[src/rtl/adder_share_sched.sv]
// Round-robin sequencer sharing one external 8-bit adder between NREQ requesters, byte-serial LSB first.
// Optional macro ADDER_SHARE_SCHED_OVF_EN adds the rsp_ovf signed-overflow output.
module adder_share_sched #(
  parameter int NREQ   = 2,
  parameter int NBYTES = 4,
  localparam int W     = 8 * NBYTES,
  localparam int IDW   = $clog2(NREQ)
) (
  input  logic              clk,
  input  logic              rst,
  input  logic [NREQ-1:0]   req_valid,
  output logic [NREQ-1:0]   req_ready,
  input  logic [NREQ*W-1:0] req_a,
  input  logic [NREQ*W-1:0] req_b,
  input  logic [NREQ-1:0]   req_ci,
  output logic [7:0]        add_a,
  output logic [7:0]        add_b,
  output logic              add_ci,
  input  logic [7:0]        add_s,
  input  logic              add_co,
  output logic              rsp_valid,
  input  logic              rsp_ready,
  output logic [IDW-1:0]    rsp_id,
  output logic [W-1:0]      rsp_sum,
  output logic              rsp_co,
  output logic              busy
`ifdef ADDER_SHARE_SCHED_OVF_EN
  ,
  output logic              rsp_ovf
`endif
);

  localparam int BW = (NBYTES > 1) ? $clog2(NBYTES) : 1;
  localparam logic [BW-1:0] LAST_BYTE = BW'(NBYTES - 1);

  typedef enum logic [1:0] {IDLE, RUN, DONE} state_t;

  state_t          state_q;
  logic [IDW-1:0]  rrPtr_q;
  logic [BW-1:0]   byteIdx_q;
  logic            carry_q;
  logic [W-1:0]    a_q;
  logic [W-1:0]    b_q;
  logic [W-1:0]    sum_q;
  logic [IDW-1:0]  id_q;
  logic            co_q;
  logic            ovf_q;

  logic [IDW-1:0]  grantIdx;
  logic            grantFound;
  logic            accept;

  // Search starts at rrPtr_q so the requester served last has lowest priority next time.
  always_comb begin
    int unsigned   cand;
    logic [IDW-1:0] candIdx;
    cand       = 0;
    candIdx    = '0;
    grantIdx   = '0;
    grantFound = 1'b0;
    for (int k = 0; k < NREQ; k++) begin
      cand    = (int'(rrPtr_q) + k) % NREQ;
      candIdx = IDW'(cand);
      if (!grantFound && req_valid[candIdx]) begin
        grantFound = 1'b1;
        grantIdx   = candIdx;
      end
    end
  end

  assign accept = (state_q == IDLE) && grantFound && !rst;

  always_comb begin
    req_ready = '0;
    if (accept) req_ready[grantIdx] = 1'b1;
  end

  always_comb begin
    add_a  = '0;
    add_b  = '0;
    add_ci = 1'b0;
    if (state_q == RUN) begin
      add_a  = a_q[8*byteIdx_q +: 8];
      add_b  = b_q[8*byteIdx_q +: 8];
      add_ci = carry_q;
    end
  end

  always_ff @(posedge clk) begin
    if (rst) begin
      state_q   <= IDLE;
      rrPtr_q   <= '0;
      byteIdx_q <= '0;
      carry_q   <= 1'b0;
      a_q       <= '0;
      b_q       <= '0;
      sum_q     <= '0;
      id_q      <= '0;
      co_q      <= 1'b0;
      ovf_q     <= 1'b0;
    end else begin
      case (state_q)
        IDLE: begin
          if (grantFound) begin
            a_q       <= req_a[int'(grantIdx)*W +: W];
            b_q       <= req_b[int'(grantIdx)*W +: W];
            carry_q   <= req_ci[grantIdx];
            id_q      <= grantIdx;
            byteIdx_q <= '0;
            rrPtr_q   <= (grantIdx == IDW'(NREQ - 1)) ? '0 : grantIdx + 1'b1;
            state_q   <= RUN;
          end
        end
        RUN: begin
          sum_q[8*byteIdx_q +: 8] <= add_s;
          carry_q                 <= add_co;
          if (byteIdx_q == LAST_BYTE) begin
            co_q      <= add_co;
            // The top byte's sum bit is the W-bit result's sign bit.
            ovf_q     <= (a_q[W-1] == b_q[W-1]) && (add_s[7] != a_q[W-1]);
            byteIdx_q <= '0;
            state_q   <= DONE;
          end else begin
            byteIdx_q <= byteIdx_q + 1'b1;
          end
        end
        DONE: begin
          if (rsp_ready) state_q <= IDLE;
        end
        default: state_q <= IDLE;
      endcase
    end
  end

  assign rsp_valid = (state_q == DONE) && !rst;
  assign busy      = (state_q != IDLE) && !rst;
  assign rsp_co    = co_q && !rst;
  assign rsp_sum   = sum_q;
  assign rsp_id    = id_q;

`ifdef ADDER_SHARE_SCHED_OVF_EN
  assign rsp_ovf = ovf_q && !rst;
`else
  logic unusedOvf;
  assign unusedOvf = ovf_q;
`endif

endmodule

[config.mk]
export PLATFORM = sky130hd
export DESIGN_NAME = adder_share_sched
export DESIGN_NICKNAME = d
export VERILOG_FILES = /design/src/rtl/adder_share_sched.sv
export SDC_FILE = /design/constraint.sdc
export NUM_CORES = 1
export LEC_CHECK = 0
export ABC_AREA = 1
export CAP_MARGIN = 20
export CELL_PAD_IN_SITES_DETAIL_PLACEMENT = 1
export CELL_PAD_IN_SITES_GLOBAL_PLACEMENT = 1
export CORE_MARGIN = 4
export CORE_UTILIZATION = 32
export DETAILED_ROUTE_END_ITERATION = 12
export PLACE_DENSITY_LB_ADDON = 0.1
export SLEW_MARGIN = 20
export SYNTH_ARGS = -nofsm -noshare
export SYNTH_HDL_FRONTEND = slang
export SYNTH_SLANG_ARGS = --single-unit
[constraint.sdc]
create_clock -name clk -period 3.8 [get_ports clk]
set_input_delay 0.76 -clock clk [delete_from_list [all_inputs] [get_ports clk]]
set_output_delay 0.76 -clock clk [all_outputs]
set_load 0.05 [all_outputs]
After elaboration in Yosys (flattened, before gate mapping). Cells that the tools add are included.

Shift-type cells: 6. Bitwise gates (word level): 0. Reduce and logical (&&, ||, !) cells: 16. $add $sub $neg: 4. Order comparisons: 4. Eq/ne operators: 6. Divide/modulo/power cells: 0. Muxes and demuxes: 27. Multipliers: 0.

Operators by type and width (count): variable part select 64 x 7 -> 32 bit (2); variable part select 32 x 6 -> 8 bit (2); negator 5 -> 34 bit (1); variable shift 8 x 34 -> 32 bit (first input constant) (1); variable part select 8 x 34 -> 32 bit (1); bitwise mux 32 bit (1); 2-to-1 mux 8 bit (2); 2-to-1 mux 1 bit (14); 2-to-1 mux 2 bit (6); logical AND 1 bit (7); less-than comparator 1 x 2 -> 1 bit (second input constant) (3); one-hot mux 2 bit (3 select lines) (1); AND reduction 2 bit (3); equality test 2 bit (second input constant) (2); inequality test 2 bit (second input constant) (2); one-hot mux 2 bit (2 select lines) (1); nonzero test 2 bit (2); AND reduction 3 bit (1); adder 1 bit (second input constant) (2); adder 2 x 1 -> 2 bit (second input constant) (1); equality test 2 x 1 -> 1 bit (second input constant) (1); logical NOT 1 bit (2); logical NOT 2 bit (1); inequality test 2 x 1 -> 1 bit (second input constant) (1); other kinds (3) (3).

Bits in registers: 104. Memory bits (writable): 0. Output and inout bits: 55. Input bits: 144. Bits in latches: 0. Memories: 0. Bits in read-only memories: 0.

Longest topological paths before layout. Gate-level depths: netlist of the first run.

Depth in word-level cells: 11. Mapped depth: 9. Mapped depth without buffers: 7.

Worst setup path after synthesis of the first run. OpenSTA, ideal clock, no wires.

Path type: input to output. From: in rst. To: out rsp_valid. Required time: 3.040 ns. Stages: 2. Slack: 1.043 ns. Buffers on the path: 1. Arrival: 1.997 ns. Cell sequence: buf_2 > nor3_1.

Longest elaborated chain between the ends: 2.

RTL lines: start: declaration (line 10) `input logic rst,`; logical NOT 1 bit (line 135) `assign rsp_valid = (state_q == DONE) && !rst;`; logical AND 1 bit (line 135); end: declaration (line 21) `output logic rsp_valid,`.

Every way passes these cells.

Worst setup path after layout of the first run.
From: reg byteIdx_q[1]. To: out add_a[7].

Longest elaborated chain between the ends: 2.

RTL lines: start: declaration (line 40) `logic [BW-1:0] byteIdx_q;`; start signal: assignment (line 124) `byteIdx_q <= byteIdx_q + 1'b1;`; variable part select 32 x 6 -> 8 bit (line 83) `add_a = a_q[8*byteIdx_q +: 8];`; 2-to-1 mux 8 bit (line 82) `if (state_q == RUN) begin`; end: declaration (line 16) `output logic [7:0] add_a,`.

Every way passes these cells.

==> impl_metrics.env, run 1 <==
export IMPL_maxUsedRoutingLayer="met5"
export IMPL_grt_pass1_wl_mm=31.71
export IMPL_layout_worst_path_cycle_share=0.7887
export IMPL_ctsLongestPathBuffers=2
export IMPL_worst_slew_margin_rel=0.4552
export IMPL_clock_tree_from_tritoncts="built"
export IMPL_ys_seq_area_frac=0.4065
export IMPL_layout_nets=1083
export IMPL_synth_top_area_share=0.4065
export IMPL_final_setup_viol_count=0
export IMPL_routed_wl_met3_mm=1.026
export IMPL_start_util=0.3320
export IMPL_grt_setup_unrepaired="no"
export IMPL_final_cell_mix="sky130_fd_sc_hd__nand2_1 (205), sky130_fd_sc_hd__clkdlybuf4s50_1 (177), sky130_fd_sc_hd__nand3_1 (137)"
export IMPL_die_h_microns=134.5
export IMPL_post_synth_num_cell_types=26
export IMPL_dominant_cells_by_area_after_synthesis="sky130_fd_sc_hd__dfxtp_1 (41%), sky130_fd_sc_hd__nand2_1 (15%), sky130_fd_sc_hd__nand3_1 (13%)"
export IMPL_vdd_drop_max_mv=0.2095
export IMPL_cts_root_buffer_cell="sky130_fd_sc_hd__clkbuf_16"
export IMPL_final_setup_skew_ns=0.009891
export IMPL_run_status="completed"
export IMPL_post_drt_via_cell_ratio=5.003
export IMPL_leakage_power_of_the_design_nw=3.172
export IMPL_area_delta_synth_final_pct=47.32
export IMPL_met1Wirelength_mm=8.452
export IMPL_net_load_switching_power_mw=0.9218
export IMPL_num_rows=45
export IMPL_timing_fmax_mhz=333.7
export IMPL_syn_area_per_cell_sq_um=6.694
export IMPL_worstSkewPairLatency_ns=0.35
export IMPL_clock_sink_count=104
export IMPL_post_cts_setup_buffers=0
export IMPL_place_port_buffers=198
export IMPL_routed_wire_length_mm=19.56
export IMPL_grt_antenna_before_repair=3
export IMPL_drtIter0Drc=266
export IMPL_metal2_wl_mm=9.726
export IMPL_final_common_cell="sky130_fd_sc_hd__nand2_1"
export IMPL_first_pass_iters=4
export IMPL_worstHoldPathType="register to register"
export IMPL_setup_tns_ns=0
export IMPL_timing_critical_path_fanout_max=19
export IMPL_cp_start_kind="register"
export IMPL_place_detailed_hpwl_mm=14.54
export IMPL_clockPowerShare=0.358
export IMPL_place_worst_setup_slack_ns=0.8786
export IMPL_cap_violations=0
export IMPL_globalRouteTotalUtil=0.2176
export IMPL_final_hold_violation_count=0
export IMPL_critical_path_slowest_cell="sky130_fd_sc_hd__dfxtp_1"
export IMPL_cts_made_buffers=9
export IMPL_largest_net_degree_at_the_start_of_global_routing=79
export IMPL_synth_seq_cells=104
export IMPL_layout_drive_gt1_share=0.07881
export IMPL_die_width_microns=134.5
export IMPL_cp_max_stage_delay_ns=0.67
export IMPL_combinational_share_of_power=0.243
export IMPL_synth_top_area_cell="sky130_fd_sc_hd__dfxtp_1"
export IMPL_detail_route_drc_violations=0
export IMPL_clkSlewWorstSetupHoldPaths_ns=0.07
export IMPL_postLayoutSetupSlackWorst_ns=0.8031
export IMPL_synth_area_sq_um=5121
export IMPL_antenna_cells=0
export IMPL_gr_total_overflow=0
export IMPL_gp_congestion=0.8061
export IMPL_core_area_sq_um=15430
export IMPL_timing_setup_critical_path_class="register to output pin"
export IMPL_top_level_ports=199
export IMPL_mappedNetlistNets=914
export IMPL_intPower_mw=2.154
export IMPL_wl_per_cell_microns=17.01
export IMPL_drt_antenna_violating_nets=0
export IMPL_timing_worst_slew_pin_value_ns=0.8172
export IMPL_synthesis_instances=765
export IMPL_critPathCaptureType="output pin"
export IMPL_sequentialPowerShare=0.400
export IMPL_cts_repair_resized=0
export IMPL_htree_num_levels=3
export IMPL_route_vias_total=5754
export IMPL_cts_hold_buffers=0
export IMPL_power_density_cell_area_nw_per_um2=407.7
export IMPL_worstPathCellList="inv_2 -> nor2_1 -> o21ai_0 -> a21oi_1 -> buf_4"
export IMPL_switching_share=0.2997
export IMPL_worst_ep_required_time_ns=3.04
export IMPL_vias_in_the_first_global_route=6162
export IMPL_ys_warnings_count=0
export IMPL_die_area_sq_um=18090
export IMPL_fin_crit_ns=2.997
export IMPL_crit_arrival_ns=2.24
export IMPL_report_final_slew_viol_count=0
[logic make-up after synthesis]
family | Yosys count | share of synthesized area
buf+inv | 96 | 0.08795
compound gates | 99 | 0.09773
simple gates | 461 | 0.3956
fa+ha+maj | 5 | 0.01222
flops | 104 | 0.4065
[final cells by class]
type	count	area (sq um)
Tap cell	211	264.0
Fill cell	1970	7883
Timing Repair Buffer	212	2085
Sequential cell	104	2083
Multi-Input combinational cell	565	2600
Clock inverter	5	102.6
Inverter	42	157.7
Clock buffer	11	252.7
[registers in the layout, summed over array words and instances (netlist names)]
register   cells
rsp_sum       32
co_q           1
carry_q        1
rsp_id         1
state_q        2
b_q           32
a_q           32
byteIdx_q      2
rrPtr_q        1
[metal layers]
layer | GRT usage | up-vias
li1 | - | 2838
met1 | 0.2682 | 2739
met2 | 0.3818 | 145
met3 | 0.05030 | 26
met4 | 0.05939 | 6
met5 | 0 | -
[per-stage QoR]
stage / instance area [sq um] / power [mW] / hold slack (ns) / util / instances
2_1_floorplan: 5121 / 1.674 / 0.4445 / - / 765
3_3_place_gp: 7189 / 1.982 / 0.4528 / 0.4660 / 1134
3_5_place_dp: 7189 / 2.003 / 0.4554 / 0.4660 / 1134
4_1_cts: 7545 / 3.110 / 0.4669 / 0.4891 / 1150
5_1_grt: 7545 / 3.224 / 0.4800 / 0.4891 / 1150
6_report: 7545 / 3.076 / 0.4638 / 0.4891 / 1150
[worst max-delay path: cells and delay by family, from the launching register on]
family                 cells  cell delay (ns)
AO/OA/AOI/OAI              2             0.33
flip-flops                 1             0.67
buffers and inverters      2             0.58
AND/OR/NAND/NOR            1             0.31
[path summary, 6_finish.rpt]
check	slack [ns]	start	to	cells past startpoint
max	0.80	byteIdx_q[1]$_SDFFE_PP0P_	add_a[7]	5
min	0.46	rsp_sum[15]$_SDFFE_PP0P_	rsp_sum[15]$_SDFFE_PP0P_	2
max reg2reg	1.46	byteIdx_q[0]$_SDFFE_PP0P_	rsp_sum[6]$_SDFFE_PP0P_	7
min reg2reg	0.46	rsp_sum[15]$_SDFFE_PP0P_	rsp_sum[15]$_SDFFE_PP0P_	2
[Yosys cell counts]
library cell,number
sky130_fd_sc_hd__nand2_4,2
sky130_fd_sc_hd__nor2_2,2
sky130_fd_sc_hd__o21a_1,1
sky130_fd_sc_hd__buf_2,27
sky130_fd_sc_hd__o21bai_1,1
sky130_fd_sc_hd__clkinv_1,1
sky130_fd_sc_hd__nor2_4,4
sky130_fd_sc_hd__dfxtp_1,104
sky130_fd_sc_hd__inv_1,36
sky130_fd_sc_hd__buf_4,5
sky130_fd_sc_hd__clkbuf_1,12
sky130_fd_sc_hd__nand3b_1,1
sky130_fd_sc_hd__buf_1,5
sky130_fd_sc_hd__nand2_2,6
sky130_fd_sc_hd__nand3_1,137
sky130_fd_sc_hd__nor2_1,82
sky130_fd_sc_hd__o21ai_0,42
sky130_fd_sc_hd__nor3_2,1
sky130_fd_sc_hd__nand2_1,206
sky130_fd_sc_hd__nor3_1,1
sky130_fd_sc_hd__inv_2,5
sky130_fd_sc_hd__buf_6,5
sky130_fd_sc_hd__a21oi_1,54
sky130_fd_sc_hd__ha_1,5
sky130_fd_sc_hd__o21ai_1,1
sky130_fd_sc_hd__nand4_1,19
[power by group through the flow]
| stage | registers, mW | clock network (mW) | logic (mW) |
|---|---|---|---|
| floorplan | 1.27 | 0 | 0.402 |
| global placement | 1.25 | 0 | 0.731 |
| detailed placement | 1.25 | 0 | 0.750 |
| CTS | 1.23 | 1.12 | 0.757 |
| global route | 1.24 | 1.16 | 0.822 |
| finish | 1.23 | 1.10 | 0.746 |
(Power assumes the default switching activity.)
==> run 2, diff against run 1 <==
- CORE_UTILIZATION: 32 -> 30
- clock period: 3.8 -> 3 ns (I/O delays scaled with it)
==> run 2 against run 1 <==
Critical endpoint is now rsp_valid. Cell area is the same. Utilization shrank 3.6 points. Total power grew 22%. Via count shrank 1.5%. Highest routed layer unchanged. Non-clock buffer count grew 1.
==> impl_metrics.env, run 2 (synthesis results as in run 1) <==
export IMPL_run_status="completed"
export IMPL_post_cts_setup_buffers=0
export IMPL_final_common_cell="sky130_fd_sc_hd__nand2_1"
export IMPL_timing_setup_critical_path_class="primary input to output pin"
export IMPL_critical_path_slowest_cell="sky130_fd_sc_hd__clkdlybuf4s50_1"
export IMPL_power_density_cell_area_nw_per_um2=496.3
export IMPL_vias_in_the_first_global_route=6169
export IMPL_worstPathCellList="clkdlybuf4s50_1 -> nor3_1 -> buf_12"
export IMPL_die_width_microns=138.7
export IMPL_routed_wire_length_mm=19.29
export IMPL_post_drt_via_cell_ratio=4.883
export IMPL_worstSkewPairLatency_ns=0.36
export IMPL_clock_tree_from_tritoncts="built"
export IMPL_final_setup_viol_count=0
export IMPL_timing_worst_slew_pin_value_ns=0.8251
export IMPL_clkSlewWorstSetupHoldPaths_ns=0.07
export IMPL_first_pass_iters=4
export IMPL_globalRouteTotalUtil=0.2000
export IMPL_route_vias_total=5669
export IMPL_vdd_drop_max_mv=0.2782
export IMPL_cts_made_buffers=9
export IMPL_place_worst_setup_slack_ns=0.4300
export IMPL_final_setup_skew_ns=0.009605
export IMPL_worstHoldPathType="register to register"
export IMPL_die_h_microns=138.7
export IMPL_gr_total_overflow=0
export IMPL_wl_per_cell_microns=16.62
export IMPL_clock_sink_count=104
export IMPL_final_cell_mix="sky130_fd_sc_hd__nand2_1 (205), sky130_fd_sc_hd__clkdlybuf4s50_1 (177), sky130_fd_sc_hd__nand3_1 (137)"
export IMPL_htree_num_levels=3
export IMPL_postLayoutSetupSlackWorst_ns=0.4194
export IMPL_layout_drive_gt1_share=0.07979
export IMPL_drtIter0Drc=255
export IMPL_grt_pass1_wl_mm=31.77
export IMPL_area_delta_synth_final_pct=47.32
export IMPL_num_rows=47
export IMPL_core_area_sq_um=16640
export IMPL_layout_nets=1084
export IMPL_stdcell_area_sq_um=7545
export IMPL_timing_reg2reg_setup_slack_ns=1.05
export IMPL_worst_ep_required_time_ns=2.40
export IMPL_gp_congestion=0.8587
export IMPL_start_util=0.3077
export IMPL_leakage_power_of_the_design_nw=3.161
export IMPL_timing_critical_path_fanout_max=7
export IMPL_top_level_ports=199
export IMPL_cts_root_buffer_cell="sky130_fd_sc_hd__clkbuf_16"
export IMPL_grt_antenna_before_repair=1
export IMPL_largest_net_degree_at_the_start_of_global_routing=79
export IMPL_die_area_sq_um=19230
export IMPL_cp_start_kind="primary input"
export IMPL_worst_slew_margin_rel=0.4499
export IMPL_cts_hold_buffers=0
export IMPL_cp_max_stage_delay_ns=0.69
export IMPL_crit_arrival_ns=1.98
export IMPL_hold_ws_ns=0.4672
export IMPL_grt_setup_unrepaired="no"
export IMPL_place_detailed_hpwl_mm=14.45
export IMPL_place_port_buffers=198
export IMPL_drt_antenna_violating_nets=0
export IMPL_setup_tns_ns=0
export IMPL_placedInstanceArea_sq_um=7233
export IMPL_critPathCaptureType="output pin"
export IMPL_layout_worst_path_cycle_share=0.8602
export IMPL_cap_violations=0
export IMPL_fin_crit_ns=2.581
export IMPL_ctsLongestPathBuffers=2
export IMPL_final_hold_violation_count=0
export IMPL_timing_fmax_mhz=387.5
export IMPL_cts_repair_resized=0
export IMPL_report_final_slew_viol_count=0
export IMPL_detail_route_drc_violations=0
-- run 2: stage by stage --
| step | power, mW | std cells | util |
|---|---|---|---|
| final | 3.745 | 1161 | 0.4533 |
| after floorplan | 2.120 | 765 | - |
| after global routing | 3.946 | 1160 | 0.4532 |
| after CTS | 3.790 | 1160 | 0.4532 |
| after global placement | 2.526 | 1144 | 0.4346 |
| after detailed placement | 2.545 | 1144 | 0.4346 |
-- run 2: layout make-up --
cell class	instances	area (sq um)
Clock buffer	9	225.2
Inverter	42	157.7
Sequential cell	104	2083
Multi-Input combinational cell	565	2600
Timing Repair Buffer	213	2117
Fill cell	2069	9097
Tap cell	220	275.3
Antenna cell	1	2.502
Clock inverter	7	83.83
-- run 2: worst paths after layout --
| kind | start | end | depth (start not counted) |
|---|---|---|---|
| worst min register to register | rsp_sum[14]$_SDFFE_PP0P_ | rsp_sum[14]$_SDFFE_PP0P_ | 2 |
| worst max-delay path | rst | rsp_valid | 3 |
| worst min-delay path | rsp_sum[14]$_SDFFE_PP0P_ | rsp_sum[14]$_SDFFE_PP0P_ | 2 |
| worst max register to register | byteIdx_q[1]$_SDFFE_PP0P_ | rsp_sum[18]$_SDFFE_PP0P_ | 6 |
-- run 2: power by group --
group | leakage, nW | internal (mW) | switching, mW
clock network | 0.149 | 0.664 | 0.576
logic | 2.16 | 0.386 | 0.565
registers | 0.854 | 1.49 | 0.0647
-- run 2: critical path: cells and delay by family --
kind,cells,cell delay (ns)
AND/OR/NAND/NOR,1,0.49
buffers and inverters,2,0.88
-- run 2: routing by layer --
layer  vias up  track usage  wire length [microns]
met2       149       0.3389                   9247
li1       2846            -                      -
met1      2643       0.2540                   8575
met5         -            0                     12
met3        29      0.04517                   1071
met4         2      0.06231                    383
==> run 3, diff against run 2 <==
- clock period: 3 -> 2.6 ns (I/O delays scaled with it)
==> run 3 against run 2 <==
Register-to-register slack lost 0.48 ns. Cell area grew 0.20%. Worst setup slack lost 0.18 ns. Combinational power grew 17%. Total power grew 15%. Utilization grew 0.090 points. Hold slack is essentially flat. Final cell count grew 0.17%. Sequential share of layout area shrank 0.055 points. Clock skew grew 0.0017 ns. Critical path depth grew 2. Critical path type is now register to output pin. Critical endpoint is now add_a[5].
==> impl_metrics.env, run 3 (synthesis results as in run 1) <==
export IMPL_first_pass_iters=4
export IMPL_cts_made_buffers=9
export IMPL_timing_worst_slew_pin_value_ns=0.5882
export IMPL_grt_antenna_before_repair=0
export IMPL_detail_route_drc_violations=0
export IMPL_clock_tree_from_tritoncts="built"
export IMPL_worst_r2r_path_depth=6
export IMPL_cts_repair_resized=0
export IMPL_leakage_power_of_the_design_nw=3.174
export IMPL_final_hold_violation_count=0
export IMPL_core_area_sq_um=16640
export IMPL_report_final_slew_viol_count=0
export IMPL_htree_num_levels=3
export IMPL_area_sequential_sq_um=2083
export IMPL_power_density_cell_area_nw_per_um2=568.0
export IMPL_clock_sink_count=104
export IMPL_worstHoldPathType="register to register"
export IMPL_start_util=0.3077
export IMPL_vias_in_the_first_global_route=6045
export IMPL_timing_fmax_mhz=422.9
export IMPL_layout_nets=1086
export IMPL_stdcell_area_sq_um=7560
export IMPL_num_rows=47
export IMPL_hold_path_cell_count=2
export IMPL_drtIter0Drc=278
export IMPL_layout_worst_path_cycle_share=0.9095
export IMPL_multi_input_area_sq_um=2600
export IMPL_layout_drive_gt1_share=0.08174
export IMPL_grt_setup_unrepaired="no"
export IMPL_vdd_drop_max_mv=0.3402
export IMPL_gr_total_overflow=0
export IMPL_worstSkewPairLatency_ns=0.35
export IMPL_postLayoutSetupSlackWorst_ns=0.2353
export IMPL_placedInstanceArea_sq_um=7258
export IMPL_timing_critical_path_fanout_max=19
export IMPL_gp_congestion=0.8266
export IMPL_run_status="completed"
export IMPL_crit_arrival_ns=1.84
export IMPL_drt_antenna_violating_nets=0
export IMPL_place_port_buffers=198
export IMPL_setup_tns_ns=0
export IMPL_count_of_fill_cells_added_during_filler_insertion=2080
export IMPL_final_setup_skew_ns=0.01135
export IMPL_cts_root_buffer_cell="sky130_fd_sc_hd__clkbuf_16"
export IMPL_post_cts_setup_buffers=0
export IMPL_worst_ep_required_time_ns=2.08
export IMPL_area_delta_synth_final_pct=47.62
export IMPL_routed_wire_length_mm=19.58
export IMPL_globalRouteTotalUtil=0.2017
export IMPL_largest_net_degree_at_the_start_of_global_routing=79
export IMPL_final_cell_mix="sky130_fd_sc_hd__nand2_1 (205), sky130_fd_sc_hd__clkdlybuf4s50_1 (176), sky130_fd_sc_hd__nand3_1 (137)"
export IMPL_route_vias_total=5706
export IMPL_cts_hold_buffers=0
export IMPL_cp_max_stage_delay_ns=0.50
export IMPL_ctsLongestPathBuffers=2
export IMPL_place_detailed_hpwl_mm=14.50
export IMPL_die_width_microns=138.7
export IMPL_die_area_sq_um=19230
export IMPL_timing_setup_critical_path_class="register to output pin"
export IMPL_top_level_ports=199
export IMPL_final_common_cell="sky130_fd_sc_hd__nand2_1"
export IMPL_critical_path_slowest_cell="sky130_fd_sc_hd__dfxtp_1"
export IMPL_grt_pass1_wl_mm=31.99
export IMPL_worst_slew_margin_rel=0.6065
export IMPL_final_setup_viol_count=0
export IMPL_wl_per_cell_microns=16.83
export IMPL_worstPathCellList="inv_2 -> nor2_1 -> o21ai_1 -> a21oi_1 -> buf_4"
export IMPL_place_worst_setup_slack_ns=0.2391
export IMPL_critPathCaptureType="output pin"
export IMPL_cap_violations=0
export IMPL_clkSlewWorstSetupHoldPaths_ns=0.08
export IMPL_fin_crit_ns=2.365
export IMPL_post_drt_via_cell_ratio=4.906
export IMPL_die_h_microns=138.7
export IMPL_cp_start_kind="register"
[run 3: metrics by stage]
step                      std cells  utilization  power, mW  hold WS (ns)
after floorplan                 765            -      2.446        0.4445
after detailed placement       1146       0.4361      2.947        0.4584
final                          1163       0.4543      4.294        0.4673
after global placement         1146       0.4361      2.919        0.4544
after global routing           1162       0.4541      4.518        0.5012
after CTS                      1162       0.4541      4.341        0.4697
[run 3: metal layers]
metal	up-vias	share of wire	GRT usage
li1	2842	-	-
met1	2703	0.46	0.2596
met2	142	0.48	0.3422
met3	19	0.049	0.04621
met4	0	0.015	0.05304
met5	-	0	0
[run 3: layout make-up]
type | instances | share of cell area
Multi-Input combinational cell | 565 | 0.3439
Inverter | 42 | 0.02085
Clock buffer | 11 | 0.03211
Sequential cell | 104 | 0.2756
Antenna cell | 1 | 0.0003310
Timing Repair Buffer | 215 | 0.2833
Tap cell | 220 | 0.03641
Clock inverter | 5 | 0.007448
[run 3: power breakdown]
group / internal [mW] / switching, mW / leakage [nW]
logic: 0.450 / 0.659 / 2.17
clock network: 0.773 / 0.618 / 0.146
registers: 1.72 / 0.0753 / 0.854
[run 3: critical path: cells and delay by family (launching register included)]
family	cells	cell delay [ns]
buffers and inverters	2	0.53
DFF	1	0.50
AOI/OAI and AO/OA	2	0.30
and+or+nand+nor	1	0.17
[run 3: final timing paths]
path / startpoint / endpoint / slack [ns]
setup / recovery: byteIdx_q[1]$_SDFFE_PP0P_ / add_a[5] / 0.24
hold / removal: rsp_sum[25]$_SDFFE_PP0P_ / rsp_sum[25]$_SDFFE_PP0P_ / 0.47
setup reg to reg: byteIdx_q[1]$_SDFFE_PP0P_ / rsp_sum[2]$_SDFFE_PP0P_ / 0.57
hold reg to reg: rsp_sum[25]$_SDFFE_PP0P_ / rsp_sum[25]$_SDFFE_PP0P_ / 0.47
